<file path="src/rtl/eth_rx_cmd_packer.sv">
// Ethernet RX header filter and byte-to-word packer.
// Parses the 14-byte MAC header, keeps frames addressed to LOCAL_MAC (or
// broadcast) with an optional EtherType match, and packs the payload
// big-endian into 32-bit AXI-Stream words for the command decoder.
module eth_rx_cmd_packer #(
  parameter logic [47:0] LOCAL_MAC    = 48'h5a0102030405,
  parameter bit          ACCEPT_BCAST = 1'b1,
  parameter bit          CHECK_ETYPE  = 1'b0,
  parameter logic [15:0] ETYPE        = 16'h88b5
) (
  input  logic        gtx_clk_bufg,
  input  logic        gtx_resetn,
  input  logic [7:0]  s_axis_tdata,
  input  logic        s_axis_tvalid,
  input  logic        s_axis_tlast,
  input  logic        s_axis_tuser,
  output logic        s_axis_tready,
  output logic [31:0] m_axis_tdata,
  output logic        m_axis_tvalid,
  output logic        m_axis_tlast,
  output logic        m_axis_tuser,
  input  logic        m_axis_tready,
  output logic [15:0] frames_ok,
  output logic [15:0] frames_dropped
);

  localparam int unsigned BYTE_W    = 8;
  localparam int unsigned WORD_W    = 32;
  localparam int unsigned CNT_W     = 16;
  localparam int unsigned HCNT_W    = 4;
  localparam int unsigned MAC_BYTES = 6;
  localparam logic [HCNT_W-1:0] ETYPE_HI_IDX = HCNT_W'(12);
  localparam logic [HCNT_W-1:0] HDR_LAST_IDX = HCNT_W'(13);

  typedef enum logic [1:0] {
    HDR     = 2'd0,
    PAYLOAD = 2'd1,
    DROP    = 2'd2
  } state_t;

  state_t              state;
  logic [HCNT_W-1:0]   hdr_cnt;
  logic [1:0]          byte_idx;
  logic [WORD_W-1:0]   pack;
  logic                ucast_ok;
  logic                bcast_ok;
  logic [BYTE_W-1:0]   etype_hi;

  logic                s_fire;
  logic [BYTE_W-1:0]   mac_byte_c;
  logic [WORD_W-1:0]   word_c;
  logic                dest_ok_c;
  logic                etype_ok_c;

  // Input is stalled only while a full output word waits on downstream.
  assign s_axis_tready = gtx_resetn &
                         ((state != PAYLOAD) | ~m_axis_tvalid | m_axis_tready);
  assign s_fire        = s_axis_tvalid & s_axis_tready;

  // Expected destination byte for the current header position (wire order, MSB first).
  always_comb begin
    mac_byte_c = '0;
    case (hdr_cnt)
      HCNT_W'(0): mac_byte_c = LOCAL_MAC[47:40];
      HCNT_W'(1): mac_byte_c = LOCAL_MAC[39:32];
      HCNT_W'(2): mac_byte_c = LOCAL_MAC[31:24];
      HCNT_W'(3): mac_byte_c = LOCAL_MAC[23:16];
      HCNT_W'(4): mac_byte_c = LOCAL_MAC[15:8];
      HCNT_W'(5): mac_byte_c = LOCAL_MAC[7:0];
      default:    mac_byte_c = '0;
    endcase
  end

  // Merge the incoming byte into its lane; lanes below it are still zero in pack.
  always_comb begin
    word_c = pack;
    case (byte_idx)
      2'd0:    word_c[31:24] = s_axis_tdata;
      2'd1:    word_c[23:16] = s_axis_tdata;
      2'd2:    word_c[15:8]  = s_axis_tdata;
      default: word_c[7:0]   = s_axis_tdata;
    endcase
  end

  assign dest_ok_c  = ucast_ok | (ACCEPT_BCAST & bcast_ok);
  assign etype_ok_c = ~CHECK_ETYPE | ({etype_hi, s_axis_tdata} == ETYPE);

  // Frame FSM, header compare, packing, output register and counters.
  always_ff @(posedge gtx_clk_bufg or negedge gtx_resetn) begin
    if (!gtx_resetn) begin
      state          <= HDR;
      hdr_cnt        <= '0;
      byte_idx       <= '0;
      pack           <= '0;
      ucast_ok       <= 1'b1;
      bcast_ok       <= 1'b1;
      etype_hi       <= '0;
      m_axis_tdata   <= '0;
      m_axis_tvalid  <= 1'b0;
      m_axis_tlast   <= 1'b0;
      m_axis_tuser   <= 1'b0;
      frames_ok      <= '0;
      frames_dropped <= '0;
    end else begin
      if (m_axis_tvalid && m_axis_tready) begin
        m_axis_tvalid <= 1'b0;
      end

      case (state)
        HDR: begin
          if (s_fire) begin
            if (hdr_cnt < HCNT_W'(MAC_BYTES)) begin
              ucast_ok <= ucast_ok & (s_axis_tdata == mac_byte_c);
              bcast_ok <= bcast_ok & (s_axis_tdata == 8'hff);
            end
            if (hdr_cnt == ETYPE_HI_IDX) begin
              etype_hi <= s_axis_tdata;
            end
            if (s_axis_tlast) begin
              // Runt: frame ended inside the header.
              frames_dropped <= frames_dropped + CNT_W'(1);
              hdr_cnt        <= '0;
              ucast_ok       <= 1'b1;
              bcast_ok       <= 1'b1;
            end else if (hdr_cnt == HDR_LAST_IDX) begin
              hdr_cnt  <= '0;
              ucast_ok <= 1'b1;
              bcast_ok <= 1'b1;
              if (dest_ok_c && etype_ok_c) begin
                state    <= PAYLOAD;
                byte_idx <= '0;
                pack     <= '0;
              end else begin
                state <= DROP;
              end
            end else begin
              hdr_cnt <= hdr_cnt + HCNT_W'(1);
            end
          end
        end

        PAYLOAD: begin
          if (s_fire) begin
            if ((byte_idx == 2'd3) || s_axis_tlast) begin
              m_axis_tdata  <= word_c;
              m_axis_tvalid <= 1'b1;
              m_axis_tlast  <= s_axis_tlast;
              m_axis_tuser  <= s_axis_tlast & s_axis_tuser;
              pack          <= '0;
              byte_idx      <= '0;
              if (s_axis_tlast) begin
                frames_ok <= frames_ok + CNT_W'(1);
                state     <= HDR;
              end
            end else begin
              pack     <= word_c;
              byte_idx <= byte_idx + 2'd1;
            end
          end
        end

        DROP: begin
          if (s_fire && s_axis_tlast) begin
            frames_dropped <= frames_dropped + CNT_W'(1);
            state          <= HDR;
          end
        end

        default: state <= HDR;
      endcase
    end
  end

endmodule
</file>
<file path="config.mk">
export PLATFORM = sky130hd
export DESIGN_NAME = eth_rx_cmd_packer
export DESIGN_NICKNAME = d
export VERILOG_FILES = /design/src/rtl/eth_rx_cmd_packer.sv
export SDC_FILE = /design/constraint.sdc
export NUM_CORES = 1
export LEC_CHECK = 0
export CELL_PAD_IN_SITES_DETAIL_PLACEMENT = 0
export CELL_PAD_IN_SITES_GLOBAL_PLACEMENT = 1
export CORE_MARGIN = 2
export CORE_UTILIZATION = 45
export CTS_CLUSTER_SIZE = 25
export DETAILED_ROUTE_END_ITERATION = 6
export GPL_ROUTABILITY_DRIVEN = 0
export PLACE_DENSITY_LB_ADDON = 0.1
export SLEW_MARGIN = 25
export SYNTH_ARGS = -nofsm -noshare
export SYNTH_HDL_FRONTEND = slang
export SYNTH_SLANG_ARGS = --single-unit
</file>
<file path="constraint.sdc">
create_clock -name gtx_clk_bufg -period 3.2 [get_ports gtx_clk_bufg]
set_input_delay 0.64 -clock gtx_clk_bufg [delete_from_list [all_inputs] [get_ports gtx_clk_bufg]]
set_output_delay 0.64 -clock gtx_clk_bufg [all_outputs]
set_load 0.02 [all_outputs]
</file>
# --- After elaboration in Yosys (flattened, before gate mapping) ---
# Index checks and enable logic that the tools add are counted.
word_totals:
  register_bits: 109
  inputBits: 14
  word_cells: 110
classes:
  n_bitwise: 9
  n_lt_le_gt_ge: 1
  n_eq_ne: 23
  n_addsub: 4
  n_reduce_logical: 17
  mux: 44
op_table:
  columns: ["cell", "count"]
  rows:
  - ["2-to-1 mux 32 bit", 6]
  - ["case mux 32 bit (2 select lines)", 1]
  - ["2-to-1 mux 16 bit", 3]
  - ["case mux 7 bit (6 select lines)", 1]
  - ["adder 16 x 1 -> 16 bit (second input constant)", 2]
  - ["2-to-1 mux 8 bit", 4]
  - ["case mux 16 bit (2 select lines)", 1]
  - ["2-to-1 mux 2 bit", 14]
  - ["inequality test 2 bit (second input constant)", 9]
  - ["2-to-1 mux 1 bit", 10]
  - ["== test 4 x 2 -> 1 bit (second input constant)", 2]
  - ["== test 4 x 3 -> 1 bit (second input constant)", 2]
  - ["== test 8 bit", 1]
  - ["== test 8 bit (second input constant)", 1]
  - ["2-to-1 mux 4 bit", 2]
  - ["AND reduction 4 bit", 2]
  - ["AND reduction 7 bit", 1]
  - ["== test 2 bit (second input constant)", 3]
  - ["case mux 2 bit (3 select lines)", 1]
  - ["AND reduction 3 bit", 2]
  - ["AND reduction 6 bit", 1]
  - ["bitwise AND 1 bit", 5]
  - ["adder 4 x 1 -> 4 bit (second input constant)", 1]
  - ["== test 2 x 1 -> 1 bit (second input constant)", 2]
  - ["16 further kinds", 21]

# --- Depth between registers and ports, before layout ---
# Gate-level depths: netlist (run 1).
logic_depth:
  depth_word: 8
  ltp_mapped: 8
  depth_no_buf: 5

# --- Worst setup path before layout (run 1) ---
# OpenSTA, ideal clock, no wires.
synth_path:
  path_kind: "input to register"
  start: "input s_axis_tlast"
  end: "register frames_ok[11]"
  t_required_ns: 3.120
  cell_stages: 6
  arrival_time_ns: 1.953
  path_slack_ns: 1.167
  setup_ns: 0.080
  n_path_buf: 2
  cell_sequence: "buf_4 inv_1 or4_4 buf_6 nor4_1 xor2_1"
synth_between:
  elab_chain_cells: 2
synth_lines:
  columns: ["item", "line", "text"]
  rows:
  - ["start, declared", "15", "input logic s_axis_tlast,"]
  - ["logical OR 1 bit", "144", "if ((byte_idx == 2'd3) || s_axis_tlast) begin"]
  - ["AND reduction 4 bit (no line) *", null, null]
  - ["end signal, assigned", "152", "frames_ok <= frames_ok + CNT_W'(1);"]
  - ["end, declared", "23", "output logic [15:0] frames_ok,"]
# Every way passes the cells marked *; elsewhere a longest branch is shown, timed or not.
# A chain may end at the register's enable or synchronous reset.

# --- Worst setup path after layout (run 1) ---
layout_path:
  start: "input m_axis_tready"
  end: "output s_axis_tready"
layout_between:
  elab_chain_cells: 2
layout_lines:
  columns: ["item", "line", "text"]
  rows:
  - ["start, declared", "22", "input logic m_axis_tready,"]
  - ["bitwise OR 1 bit", "57", "((state != PAYLOAD) | ~m_axis_tvalid | m_axis_tready);"]
  - ["bitwise AND 1 bit", "56", "assign s_axis_tready = gtx_resetn &"]
  - ["end, declared", "17", "output logic s_axis_tready,"]
# Every way passes these cells.

==> reports/qor.txt, run 1 <==
FF-to-FF setup slack - 990 ps
Sequential-to-total area share from yosys stat - 55.20%
XOR/XNOR Fraction of Synth Area - 5.667%
Routed wire per std cell - 15.97 um
Final Cycle Share - 86.04%
Port bufs - 81
Largest family of logic cells by synthesized area - simple AND/OR/NAND/NOR gates
Slew Viols, Final - 0
Post-Syn Area per Cell - 11.29 um^2
Starting Density - 45.83%
Initial antenna violation count - 0
Synth Area in Adders - 1.518%
Simple-gate area share of the yosys netlist - 14.80%
Crit path required time - 2560 ps
Fin crit period - 2753 ps
CTS tree - done
F_max - 0.3632 GHz
Syn_nets - 458
Top FF cell, synth - dfrtp_1
Compound-gate portion of the synthesized area - 11.38%
Root buffer cell - clkbuf_8
Multi-input gate area - 2031 um^2
Vias per cell - 5.368
CP Max Fanout - 4
Commonest non-fill, non-tap cells in the layout - 107 x dfrtp_1, 80 x clkdlybuf4s50_1, 41 x nor2_1
Inserted Diodes - 0
Congestion Overflow GR - 0
Hold Vio Cnt, Final - 0
Final WS setup - 446.8 ps
CP peak stage delay - 610 ps
DR vias - 3,505
IO Count - 82
# DRC - 0
Nets - 528
Worst-path cell chain - clkdlybuf4s50_1, and4bb_1, nor2b_1, clkdlybuf4s50_1
Pre-antenna DRT Iters - 6
Total negative slack - 0 ps
# resized after CTS - 0
Vias in the first global route - 3,510
Post-DP HPWL - 7128 um
Max_slew headroom - 52.67%
CP Data Arrival Time - 2110 ps
Worst slew pin tran - 710.0 ps
Mapped Cells - 438
Clk_skew - 9.655 ps
Violation count after the first detailed-route iteration - 167
Status - completed
Global-route wire length before repair - 17,730 um
Die H - 108.8 um
Synth Cell Area - 4946 um^2
Post-synth EDFFs - 0
Critical path class - input pin to output port
Commonest non-fill, non-tap cell in the layout - dfrtp_1
Clk sink count - 109
Reg clk slew, reported paths - 100 ps
Clock latency on the worst-skew pair - 380 ps
Fill cells - 985
Die width - 108.8 um
Pre-CTS setup slack - 450.5 ps
Num CTS Buffers - 9
Final setup viols - 0
Largest net degree at the start of global routing - 79
Seq. cell area - 2730 um^2
Area of the core - 10,790 um^2
Worst setup EP type - output port
Cts hold-fix bufs - 0
Flops & latches, synth - 109
Critical Path Source Type - input pin
H-tree depth - 3
Total power - 4.110 mW
Detailed-route wire length - 10,430 um
Warnings from Yosys - 0
Die ar. - 11,850 um^2
Final Instance Count excl. Fillers - 653
Pwr dens - 677.5 nW/um^2
Post-synth ARST share - 100.0%
Multiplexer share of the synthesized area - 7.564%
CP max-delay cell - clkdlybuf4s50_1
Hold crit path type - input pin to async pin
Fraction of layout cells with a size suffix above 1 - 7.992%
Hold WS - 90.54 ps
Max IR drop VDD - 431.3 uV
Setup Buffers After CTS - 0
Most used cell, CP - clkdlybuf4s50_1
RSZ-0062 raised after global routing - no
Yosys cell types - 50
Max cap viols - 0
GRT Total Usage - 19.16%
Post-route ant nets - 0
Syn-to-layout area delta - 22.67%
Leakage power - 2.628 nW
Longest Clk Path Bufs - 2
Cell total after placement - 637
Cell Rows - 38
==> synthesized netlist by cell type (all sizes together) (3+ instances only) <==
cell,instances,share of area [%]
a211oi,3,0.46
a21oi,35,3.5
a32o,24,4.9
and2,8,1.0
and3,4,0.51
and4,6,1.1
and4bb,3,0.76
buf,14,1.8
clkbuf,19,1.4
dfrtp,107,54
ha,6,1.5
inv,8,0.61
mux2,3,0.68
mux2i,34,6.9
nand2,18,1.4
nand3,13,1.3
nand4,7,0.89
nor2,41,3.1
nor2b,3,0.38
nor3,11,1.1
nor4,7,0.89
o211ai,3,0.46
o21ai,5,0.51
xnor2,16,2.8
xor2,16,2.8
==> through the flow <==
step / utilization [%] / cell area (um^2)
global placement: 54.27 / 5857
finish: 56.21 / 6067
global route: 56.21 / 6067
detailed placement: 54.27 / 5857
floorplan: - / 4946
CTS: 56.18 / 6063
==> flip-flops by register name, summed over array words and instances, names as in the netlist <==
signal / flops
m_axis_tdata: 32
pack: 32
frames_dropped: 16
frames_ok: 16
hdr_cnt: 4
byte_idx: 2
state: 2
bcast_ok: 1
m_axis_tlast: 1
m_axis_tuser: 1
m_axis_tvalid: 1
ucast_ok: 1
==> final timing paths <==
path                                     from               end  cells after the start
worst max-delay path            m_axis_tready     s_axis_tready                      4
worst min-delay path               gtx_resetn      frames_ok[6]                      1
worst max register to register    byte_idx[0]          pack[13]                      5
worst min register to register        pack[2]           pack[2]                      1
max in group asynchronous          gtx_resetn  m_axis_tdata[16]                      2
min in group gtx_clk_bufg             pack[2]           pack[2]                      1
==> kinds of logic after synthesis <==
group | after synthesis
simple gates | 134
fa+ha+maj | 6
xor+xnor | 32
compound gates | 79
flops | 109
buf+inv | 41
mux | 37
==> power breakdown <==
part | total (mW) | internal (mW) | leakage (nW) | switching [mW]
Combinational | 1.37 | 0.668 | 1.11 | 0.698
Clock | 0.861 | 0.373 | 0.0980 | 0.488
Sequential | 1.88 | 1.66 | 1.42 | 0.228
Total | 4.11 | 2.70 | 2.63 | 1.41
==> cell type report <==
type                    count  area share [%]
multi-input cells         288           33.47
well taps                 140           2.887
flip-flops and latches    109           45.00
clock inverters             7           1.361
repair buffers             92           14.75
clock buffers               9           2.042
inverters                   8          0.4949
==> layer usage <==
| metal | GRT usage, % | share of wire (%) | vias to the layer above | wire, um |
|---|---|---|---|---|
| met4 | 5.769 | 1.4 | 0 | 151 |
| met1 | 26.57 | 47 | 1719 | 4854 |
| met3 | 4.244 | 3.4 | 12 | 359 |
| li1 | - | - | 1710 | - |
| met2 | 30.22 | 49 | 64 | 5061 |
| met5 | 0 | 0 | - | 0 |
==> worst max-delay path: cells and delay by family <==
kind,cells,cell delay [ps]
buffers and inverters,2,1090
and+or+nand+nor,2,390
No activity file was read; power rests on OpenSTA's default activity.
==> run 2, diff against run 1 <==
==> constraint.sdc (replaced) <==
create_clock -name gtx_clk_bufg -period 3.4 [get_ports gtx_clk_bufg]
set_input_delay 0.68 -clock gtx_clk_bufg [delete_from_list [all_inputs] [get_ports gtx_clk_bufg]]
set_output_delay 0.68 -clock gtx_clk_bufg [all_outputs]
set_load 0.02 [all_outputs]
==> run 2 against run 1 <==
Total power is 7.6% lower. Die area unchanged. Worst setup slack better by 110 ps. Critical endpoint unchanged. Largest power group unchanged. Highest routed layer unchanged.
==> reports/qor.txt, run 2 (synthesized netlist as in run 1, its figures left out) <==
DR vias - 3,509
Met3 WL - 282 um
Largest net degree at the start of global routing - 86
Worst setup EP type - output port
Reg clk slew, reported paths - 100 ps
Setup Buffers After CTS - 0
Root buffer cell - clkbuf_8
Pint - 2.490 mW
Die ar. - 11,850 um^2
Total power - 3.797 mW
RSZ-0062 raised after global routing - no
Clk sink count - 109
RR Endpoint - pack[8]
Worst R2R Path Depth - 5
Die H - 108.8 um
Vias per cell - 5.398
Cts hold-fix bufs - 0
Die width - 108.8 um
Critical path class - input pin to output port
Total negative slack - 0 ps
F_max - 0.3519 GHz
Post-route ant nets - 0
Congestion Overflow GR - 0
Pwr dens - 630.3 nW/um^2
IO Count - 82
Routed wire per std cell - 16.11 um
Num CTS Buffers - 9
Fin crit period - 2841 ps
# resized after CTS - 0
Longest Clk Path Bufs - 2
Critical Path Source Type - input pin
Seq. cell area - 2730 um^2
Port bufs - 81
H-tree depth - 3
Fraction of layout cells with a size suffix above 1 - 7.451%
Commonest non-fill, non-tap cells in the layout - 107 x dfrtp_1, 80 x clkdlybuf4s50_1, 41 x nor2_1
Pre-antenna DRT Iters - 4
Vias in the first global route - 3,391
Starting Density - 45.83%
Violation count after the first detailed-route iteration - 128
Detailed-route wire length - 10,470 um
Metal1 wirelength - 5185 um
Clock latency on the worst-skew pair - 370 ps
Hold Vio Cnt, Final - 0
CP Data Arrival Time - 2160 ps
Reg-to-Reg Start - byte_idx[0]
Clock power share - 19.7%
Metal2 WL - 4863 um
Post-DP HPWL - 6974 um
Fill cells - 948
Inserted Diodes - 0
GRT Total Usage - 18.52%
Worst slew pin tran - 788.7 ps
Sequential share of power - 46.6%
Final setup viols - 0
Status - completed
Global-route wire length before repair - 17,080 um
Slew Viols, Final - 0
Sw Share - 34.43%
CTS tree - done
Initial antenna violation count - 0
Max cap viols - 0
Top Metal Used - met4
Cell Rows - 38
Commonest non-fill, non-tap cell in the layout - dfrtp_1
Net Switching - 1.307 mW
Nets - 525
Syn-to-layout area delta - 21.81%
FF-to-FF setup slack - 1210 ps
Area of the core - 10,790 um^2
CP Max Fanout - 4
Comb pwr share - 33.7%
# DRC - 0
Regs by FF count - m_axis_tdata (32), pack (32)
Final Cycle Share - 83.57%
Crit path required time - 2720 ps
Max IR drop VDD - 377.4 uV
Max_slew headroom - 47.42%
Hold crit path type - input pin to async pin
Leakage power - 2.610 nW
Clk_skew - 10.68 ps
Multi-input gate area - 2031 um^2
## run 2: changes by cell type in the layout (fill, tap and decap cells not counted), sizes merged
cell	change
clkinvlp	-1
clkbuf	+2
buf	-3
bufinv	-1
inv	-2
clkinv	+2
## run 2: worst max-delay path: stages
cell and delay [ps]:
clkdlybuf4s50_1 490, and4bb_1 270, nor2b_1 120, clkdlybuf4s50_1 600
## run 2: final cells by class
| class | instances | share of cell area [%] |
|---|---|---|
| clock buffer | 11 | 2.513 |
| tap | 140 | 2.908 |
| timing repair buffer | 89 | 14.48 |
| sequential | 109 | 45.32 |
| inverter | 8 | 0.4984 |
| multi-input combinational | 288 | 33.71 |
| clock inverter | 5 | 0.5815 |
## run 2: per-layer routing
metal | GRT usage, % | up-vias
li1 | - | 1702
met1 | 26.63 | 1738
met2 | 28.88 | 58
met3 | 2.630 | 11
met4 | 6.319 | 0
met5 | 0 | -
## run 2: worst max path at each step
| stage | from | end | cells after the start |
|---|---|---|---|
| floorplan | s_axis_tlast | frames_ok[11] | 6 |
| detailed placement | m_axis_tready | s_axis_tready | 4 |
| global placement | m_axis_tready | s_axis_tready | 4 |
| finish | m_axis_tready | s_axis_tready | 4 |
| global route | m_axis_tready | s_axis_tready | 4 |
| CTS | m_axis_tready | s_axis_tready | 4 |
## run 2: power groups by stage
| stage | Clock, mW | Sequential, mW | Combinational (mW) |
|---|---|---|---|
| global route | 0.818 | 1.81 | 1.39 |
| detailed placement | 0 | 1.80 | 1.29 |
| floorplan | 0 | 2.00 | 0.499 |
| finish | 0.747 | 1.77 | 1.28 |
| global placement | 0 | 1.79 | 1.28 |
| CTS | 0.772 | 1.77 | 1.30 |
## run 2: per-stage QoR
| step | instances | hold slack [ps] | cell area [um^2] | util (%) | worst slack, ps |
|---|---|---|---|---|---|
| floorplan | 438 | 384.4 | 4946 | - | 1327 |
| global placement | 634 | 460.9 | 5834 | 54.06 | 581.4 |
| detailed placement | 634 | 461.3 | 5838 | 54.09 | 568.7 |
| CTS | 650 | 216.5 | 6025 | 55.82 | 557.9 |
| global route | 650 | 233.7 | 6025 | 55.82 | 532.7 |
| finish | 650 | 213.0 | 6025 | 55.82 | 558.6 |
==> run 3, diff against run 2 <==
--- a/config.mk
+++ b/config.mk
@@ -8,7 +8,7 @@
 export CELL_PAD_IN_SITES_DETAIL_PLACEMENT = 0
 export CELL_PAD_IN_SITES_GLOBAL_PLACEMENT = 1
 export CORE_MARGIN = 2
-export CORE_UTILIZATION = 45
+export CORE_UTILIZATION = 38
 export CTS_CLUSTER_SIZE = 25
 export DETAILED_ROUTE_END_ITERATION = 6
 export GPL_ROUTABILITY_DRIVEN = 0
==> constraint.sdc (replaced) <==
create_clock -name gtx_clk_bufg -period 2.3 [get_ports gtx_clk_bufg]
set_input_delay 0.46 -clock gtx_clk_bufg [delete_from_list [all_inputs] [get_ports gtx_clk_bufg]]
set_output_delay 0.46 -clock gtx_clk_bufg [all_outputs]
set_load 0.02 [all_outputs]
==> run 3 against run 2 <==
Die area rose by 18%. Register-to-register slack worse by 850 ps. Design area increased by 6.3%. Sequential share of layout area is 2.7 points lower. Sequential power rose by 49%. Critical endpoint unchanged. Utilization is 5.3 points lower.
==> reports/qor.txt, run 3 (synthesized netlist as in run 1, its figures left out) <==
Status - completed
Fin area - 6404 um^2
GRT Total Usage - 16.88%
Clock power share - 23.8%
Fraction of layout cells with a size suffix above 1 - 11.99%
CTS tree - done
Num CTS Buffers - 9
Inserted Diodes - 0
Largest net degree at the start of global routing - 47
Die ar. - 13,940 um^2
RR Endpoint - pack[17]
Comb pwr share - 32.3%
Setup Buffers After CTS - 0
Clock latency on the worst-skew pair - 350 ps
Worst R2R Path Depth - 7
Final setup viols - 0
CP Max Fanout - 13
DR vias - 3,613
Final Instance Count excl. Fillers - 714
Commonest non-fill, non-tap cells in the layout - 107 x dfrtp_1, 79 x clkdlybuf4s50_1, 41 x nor2_1
Commonest non-fill, non-tap cell in the layout - dfrtp_1
Crit path from - gtx_resetn
Nets - 557
Pre-antenna DRT Iters - 4
Post-route ant nets - 0
Final Cycle Share - 94.08%
Regs by FF count - m_axis_tdata (32), pack (32)
Critical Path Sink - s_axis_tready
Critical path class - input pin to output port
Net Switching - 1.991 mW
Hold WS - 467.6 ps
Port bufs - 81
Worst slew pin tran - 593.6 ps
H-tree depth - 3
Syn-to-layout area delta - 29.47%
Max_slew headroom - 60.43%
Critical Path Source Type - input pin
Total power - 5.997 mW
FF-to-FF setup slack - 360 ps
Worst setup EP type - output port
Cell total after placement - 697
Detailed-route wire length - 11,130 um
Longest Clk Path Bufs - 2
Crit path required time - 1840 ps
Reg-to-Reg Start - state[0]
Root buffer cell - clkbuf_16
Hold Vio Cnt, Final - 0
F_max - 0.4622 GHz
Cell Rows - 41
Max cap viols - 0
Starting Density - 39.03%
IO Count - 82
Pint - 4.006 mW
Area of the core - 12,670 um^2
CP Data Arrival Time - 1700 ps
Sw Share - 33.20%
Fin crit period - 2164 ps
Die H - 118.1 um
Pwr dens - 936.5 nW/um^2
Initial antenna violation count - 0
Congestion Overflow GR - 0
RSZ-0062 raised after global routing - no
Max IR drop VDD - 429.9 uV
Slew Viols, Final - 0
Sequential share of power - 43.9%
Global-route wire length before repair - 18,980 um
Reg clk slew, reported paths - 70 ps
Hold crit path type - register to register
Dpl cell area - 6132 um^2
Violation count after the first detailed-route iteration - 206
Vias in the first global route - 3,683
Leakage power - 2.802 nW
# DRC - 0
Clk_skew - 11.79 ps
Routed wire per std cell - 15.58 um
Die width - 118.1 um
Post-DP HPWL - 7799 um
Clk sink count - 109
Vias per cell - 5.060
-- run 3: cell count changes in the layout (fill, tap and decap cells not counted), moves of 2 or more --
cell       change
buf_4         +30
clkbuf_16      +9
clkbuf_8      -11
clkbuf_1       +4
buf_12         +2
-- run 3: area by class of cell --
| type | count | area, um^2 |
|---|---|---|
| inverters | 8 | 30.03 |
| clock inverters | 3 | 22.52 |
| clock buffers | 13 | 240.2 |
| well taps | 172 | 215.2 |
| multi-input cells | 288 | 2031 |
| flip-flops and latches | 109 | 2730 |
| fillers | 1200 | 6267 |
| repair buffers | 121 | 1135 |
-- run 3: power groups by stage --
| stage | clock network (mW) | logic (mW) | registers (mW) |
|---|---|---|---|
| floorplan | 0 | 0.738 | 2.95 |
| global placement | 0 | 1.94 | 2.66 |
| detailed placement | 0 | 1.96 | 2.67 |
| CTS | 1.48 | 1.97 | 2.63 |
| global route | 1.56 | 2.10 | 2.70 |
| finish | 1.43 | 1.94 | 2.63 |
-- run 3: worst max-delay path, stage by stage --
cell	delay, ps
dlygate4sd3_1	530
buf_4	190
nor2b_1	170
dlygate4sd2_1	350
-- run 3: how the worst min path moves through the flow --
| stage | start | end | cells past startpoint |
|---|---|---|---|
| final | frames_dropped[15] | frames_dropped[15] | 1 |
| after global routing | frames_ok[15] | frames_ok[15] | 1 |
| after CTS | frames_ok[15] | frames_ok[15] | 1 |
| after detailed placement | gtx_resetn | state[1] | 1 |
| after global placement | gtx_resetn | state[0] | 1 |
| after floorplan | gtx_resetn | byte_idx[0] | 0 |
-- run 3: layer usage --
metal / routed length, um / track usage [%] / up-vias
met5: 0 / 0 / -
met4: 153 / 5.271 / 0
met3: 323 / 3.295 / 11
met2: 5370 / 26.59 / 53
met1: 5280 / 23.46 / 1773
li1: - / - / 1776
-- run 3: timing repair --
| item | in CTS | in global routing |
|---|---|---|
| hold buffers | 1 | 0 |
| resized for setup | 1 | 0 |
| hold endpoints to repair | 6 | 0 |
| endpoints found under the setup margin | 1 | 0 |
-- run 3: through the flow --
stage,worst slack (ps),util (%),TNS (ps)
after floorplan,447.4,-,0
after detailed placement,-122.9,48.40,-3265
final,136.3,50.54,0
after global placement,-143.0,48.40,-2757
after global routing,54.86,50.54,0
after CTS,126.0,50.54,0
